[src/rtl/fetch_unit.sv]
// Instruction fetch engine: assembles INSTR_BYTES-byte instructions from sequential
// byte reads and presents them on a valid/ready handshake, with PC-relative redirect.
module fetch_unit #(
   parameter int                    ADDR_WIDTH   = 16,
   parameter int                    INSTR_BYTES  = 2,
   parameter int                    MEM_LATENCY  = 1,
   parameter bit                    BIG_ENDIAN   = 1'b0,
   parameter logic [ADDR_WIDTH-1:0] RESET_VECTOR = '0
) (
   input  logic                      clk,
   input  logic                      rst,
   output logic                      mem_re,
   output logic [ADDR_WIDTH-1:0]     mem_addr,
   input  logic [7:0]                mem_q,
   output logic [8*INSTR_BYTES-1:0]  instr,
   output logic [ADDR_WIDTH-1:0]     instr_pc,
   output logic                      instr_valid,
   input  logic                      instr_ready,
   input  logic                      halt,
   input  logic                      br_valid,
   input  logic [7:0]                br_off
);

   localparam int IDX_W = (INSTR_BYTES > 1) ? $clog2(INSTR_BYTES) : 1;
   localparam int LAT_W = (MEM_LATENCY > 1) ? $clog2(MEM_LATENCY) : 1;
   localparam logic [IDX_W-1:0]      IDX_LAST = IDX_W'(INSTR_BYTES - 1);
   localparam logic [LAT_W-1:0]      LAT_LAST = LAT_W'(MEM_LATENCY - 1);
   localparam logic [ADDR_WIDTH-1:0] STEP     = ADDR_WIDTH'(INSTR_BYTES);

   typedef enum logic [1:0] {IDLE, ADDR, WAIT, VALID} state_t;

   state_t                               state_q, state_d;
   logic [ADDR_WIDTH-1:0]                pc_q, pc_d;
   logic [IDX_W-1:0]                     idx_q, idx_d;
   logic [LAT_W-1:0]                     lat_q, lat_d;
   logic                                 mem_re_q, mem_re_d;
   logic [ADDR_WIDTH-1:0]                mem_addr_q, mem_addr_d;
   logic [INSTR_BYTES-1:0][7:0]          instr_q, instr_d;
   logic                                 valid_q, valid_d;
   logic [IDX_W-1:0]                     slot;
   logic                                 restart;

   // Signed instruction-unit offset scaled to bytes, wrapped to the address width.
   function automatic logic [ADDR_WIDTH-1:0] scale_off(input logic [7:0] off);
      logic signed [ADDR_WIDTH+31:0] a, b, p;
      a = (ADDR_WIDTH+32)'($signed(off));
      b = (ADDR_WIDTH+32)'(INSTR_BYTES);
      p = a * b;
      return p[ADDR_WIDTH-1:0];
   endfunction

   assign slot = BIG_ENDIAN ? (IDX_LAST - idx_q) : idx_q;

   always_comb begin
      state_d    = state_q;
      pc_d       = pc_q;
      idx_d      = idx_q;
      lat_d      = lat_q;
      instr_d    = instr_q;
      valid_d    = valid_q;
      mem_addr_d = mem_addr_q;
      restart    = 1'b0;

      if (br_valid) begin
         // Redirect drops any partial instruction and any byte still in flight.
         pc_d    = pc_q + scale_off(br_off);
         idx_d   = '0;
         lat_d   = '0;
         valid_d = 1'b0;
         restart = 1'b1;
      end else begin
         case (state_q)
            IDLE: begin
               if (!halt) state_d = ADDR;
            end
            ADDR: begin
               lat_d   = '0;
               state_d = WAIT;
            end
            WAIT: begin
               if (lat_q == LAT_LAST) begin
                  instr_d[slot] = mem_q;
                  lat_d         = '0;
                  if (idx_q == IDX_LAST) begin
                     idx_d   = '0;
                     valid_d = 1'b1;
                     state_d = VALID;
                  end else begin
                     idx_d   = idx_q + 1'b1;
                     state_d = ADDR;
                  end
               end else begin
                  lat_d = lat_q + 1'b1;
               end
            end
            VALID: begin
               if (instr_ready) begin
                  pc_d    = pc_q + STEP;
                  valid_d = 1'b0;
                  restart = 1'b1;
               end
            end
            default: state_d = IDLE;
         endcase
      end

      if (restart) state_d = halt ? IDLE : ADDR;

      // ADDR lasts one cycle, so every entry into it is a fresh read.
      mem_re_d = (state_d == ADDR);
      if (mem_re_d) mem_addr_d = pc_d + ADDR_WIDTH'(idx_d);
   end

   always_ff @(posedge clk) begin
      if (!rst) begin
         state_q    <= IDLE;
         pc_q       <= RESET_VECTOR;
         idx_q      <= '0;
         lat_q      <= '0;
         mem_re_q   <= 1'b0;
         mem_addr_q <= RESET_VECTOR;
         instr_q    <= '0;
         valid_q    <= 1'b0;
      end else begin
         state_q    <= state_d;
         pc_q       <= pc_d;
         idx_q      <= idx_d;
         lat_q      <= lat_d;
         mem_re_q   <= mem_re_d;
         mem_addr_q <= mem_addr_d;
         instr_q    <= instr_d;
         valid_q    <= valid_d;
      end
   end

   assign mem_re      = mem_re_q;
   assign mem_addr    = mem_addr_q;
   assign instr       = instr_q;
   assign instr_pc    = pc_q;
   assign instr_valid = valid_q;

endmodule

[config.mk]
export PLATFORM = sky130hd
export DESIGN_NAME = fetch_unit
export DESIGN_NICKNAME = d
export VERILOG_FILES = /design/src/rtl/fetch_unit.sv
export SDC_FILE = /design/constraint.sdc
export NUM_CORES = 1
export LEC_CHECK = 0
export ABC_AREA = 1
export CAP_MARGIN = 5
export CORE_ASPECT_RATIO = 0.6
export CORE_MARGIN = 2
export CORE_UTILIZATION = 52
export CTS_BUF_LIST = sky130_fd_sc_hd__clkbuf_8
export CTS_CLUSTER_DIAMETER = 200
export CTS_CLUSTER_SIZE = 30
export DETAILED_ROUTE_END_ITERATION = 10
export PLACE_DENSITY = 0.82
export SLEW_MARGIN = 20
export SYNTH_ARGS = -nofsm -noshare
export SYNTH_HDL_FRONTEND = slang
export SYNTH_SLANG_ARGS = --single-unit
[constraint.sdc]
create_clock -name clk -period 2.63 [get_ports clk]
set_clock_uncertainty 0.1 [all_clocks]
set_input_delay 0.263 -clock clk [delete_from_list [all_inputs] [get_ports clk]]
set_output_delay 0.263 -clock clk [all_outputs]
set_load 0.01 [all_outputs]
==> reports/metrics.cfg <==
[sta]
period_share_pct = 82.0
fin_setup_tns_ns = 0
setup_viol = 0
finalHoldViolCount = 0
rsz0062_at_grt = no
report.final.slew_viol_count = 0
period_needed_ns = 2.16
max_clock_freq_mhz = 464

[power_and_ir_drop]
p_per_area_mw_per_mm2 = 491
peakVddDrop_v = 0.000314
power.leakage_nw = 1.86

[worst_hold_path]
hp-class = register to register
worstHoldStart = mem_addr[14]$_SDFFE_PN0P_
min_to = mem_addr[14]$_SDFFE_PN0P_
holdPathStages = 2

[synthesis]
netlist_top_cells_count = nand2_1 (115), nor2_1 (69), inv_1 (62)
async_reset_ff_share_pct = 0
synthFlopType = dfxtp_1
synthesis.area_mm2 = 0.00312
yosysSeqAreaShare_pct = 33.4
avgSynthCellArea_um2 = 6.58
synth_top_area_cell = dfxtp_1
synthDistinctLibCells = 35
ys_ff_latch = 52
syn_inst = 474
syn_nets = 513
yosys_warnings = 0
synth_edf_count = 0
synth_top_area_share_pct = 33.4
synth.most_common_cell = nand2_1
synth_area_leaders = dfxtp_1 (33%), nand2_1 (14%), nor2_1 (8.3%)

[grt]
grt_usage_pct = 26.5
grt_max_degree = 24
gr-max-usage-layer = met2
grtUsageMet3_pct = 5.92
gr-usage-met2_pct = 41.1
antenna_found_initial = 0
use_met1_pct = 38.9
grt_pass1_vias = 2967
grt_pass1_wl_um = 14300
grt_overflow = 0

[cts]
cts_root_buffer = clkbuf_8
path_clk_slew_ns = 0.10
post_cts_resized = 0
cts_buffer_depth = 2
clock-sinks = 52
cts_tree = built
cts-hold-fix-buffers = 0
htreeDepth = 2
cts_buffers = 5
postCtsSetupRepairBufs = 0
worstSkewPairLatency_ns = 0.31

[worst_setup_path]
cp_max_fo = 8
crit_type = input port to register
reg2regPathDepth = 12
critical_path_arrival_ns = 2.24
rr_startpoint = instr_pc[2]$_SDFF_PN0_
r2r_slack_ns = 0.56
critPathCaptureType = register
r2r_end = mem_addr[11]$_SDFFE_PN0P_
critical_path_required_ns = 2.72
worst_setup_path_start_kind = input port

[layout]
drive_above_1_share_pct = 8.04
post-route-util_pct = 70.4
synthToLayoutAreaGrowth_pct = 28.0
antenna_cells = 0
final_cells = 627
nNetsFinal = 585

[drt]
wl_per_cell_um = 13.3
num_vias = 3231
routed_via_density = 5.15
first_pass_iters = 6
drt-total-wl_um = 8350
ant_nets = 0
route.detailed.drc = 0
first_iter_violations = 258

[floorplanning]
row_count = 21
coreArea_mm2 = 0.00568
dieArea_mm2 = 0.00666
die_w_um = 104
die_h_um = 64.0
io_pins = 71
initial_core_util_pct = 55.0

[outcome]
run_status = finished, final reports clean

[placement]
io_buffers = 69
place_hpwl_um = 6390
gpl.final_weighted_congestion = 0.896
dp_cells = 619

[run]
cap_violations = 0

[layer usage]
metal,routed length [um],up-vias
met5,0,-
met4,38,0
met3,553,6
li1,-,1654
met1,4240,1459
met2,3520,112
[report_power, final]
part	total [mW]	leakage [nW]	switching, mW	internal [mW]
sequential	0.900	0.426	0.0589	0.841
clock	0.482	0.0434	0.268	0.214
combinational	0.582	1.40	0.327	0.255
total	1.96	1.86	0.654	1.31
[worst max-delay path by stage]
stage	slack, ns	startpoint	to
floorplan	0.67	instr_pc[1]$_SDFF_PN0_	mem_addr[13]$_SDFFE_PN0P_
global route	0.25	br_off[7]	instr_pc[15]$_SDFF_PN0_
detailed placement	0.19	br_off[7]	instr_pc[15]$_SDFF_PN0_
finish	0.47	br_off[7]	instr_pc[15]$_SDFF_PN0_
CTS	0.52	br_off[7]	instr_pc[15]$_SDFF_PN0_
global placement	0.28	br_off[7]	instr_pc[15]$_SDFF_PN0_
[flip-flops by register name (all words and copies together), names as in the netlist]
name and cells:
mem_re 1, state_q 2, instr_valid 1, instr_pc 15, idx_q 1, mem_addr 16, instr 16
[placed cells by master, fill, tap and decap left out, drive strengths merged, types with 2 or more instances in the layout]
master	n
clkbuf	6
ha	17
o211ai	2
nand3	35
dfxtp	52
nor3	3
xnor2	2
nor2	85
nand4	7
clkdlybuf4s50	69
clkinvlp	2
a21oi	30
o21ai	32
xor2	4
nand3b	3
o21bai	3
nand2	119
buf	6
inv	63
[layout make-up]
class                           instances  area, um2
Sequential cell                        52       1040
Clock inverter                          2       15.0
Tap cell                               80        100
Multi-Input combinational cell        348       1780
Timing Repair Buffer                   75        736
Fill cell                             496       1680
Inverter                               64        241
Clock buffer                            6       82.6
[stage by stage]
step | hold slack (ns) | area, um2 | setup slack, ns | total power [mW]
after global routing | 0.395 | 4000 | 0.246 | 2.08
after detailed placement | 0.346 | 3900 | 0.186 | 1.48
after global placement | 0.340 | 3900 | 0.278 | 1.47
after CTS | 0.366 | 4000 | 0.520 | 1.96
after floorplan | 0.298 | 3120 | 0.670 | 1.26
final | 0.370 | 4000 | 0.474 | 1.96
[kinds of logic (layout without fill, tap and decap cells)]
group | after synthesis | after routing | share of synthesized area (%)
simple gates | 253 | 253 | 35.3
xor+xnor | 6 | 6 | 1.68
compound gates | 70 | 70 | 12.5
buf+inv | 74 | 147 | 9.62
flops | 52 | 52 | 33.4
other cells | 1 | 1 | 0.120
fa+ha+maj | 18 | 18 | 7.46
[worst max-delay path: stages]
cell,delay (ns)
clkdlybuf4s50_1,0.69
ha_1,0.36
nand2_1,0.14
inv_1,0.06
a21oi_1,0.24
nor2_1,0.07
nor2_1,0.13
nand2_1,0.06
nand2_1,0.06
nand3_1,0.08
nand2_1,0.07
nor2_1,0.04
Note: power is estimated with default switching activity, not from simulation.
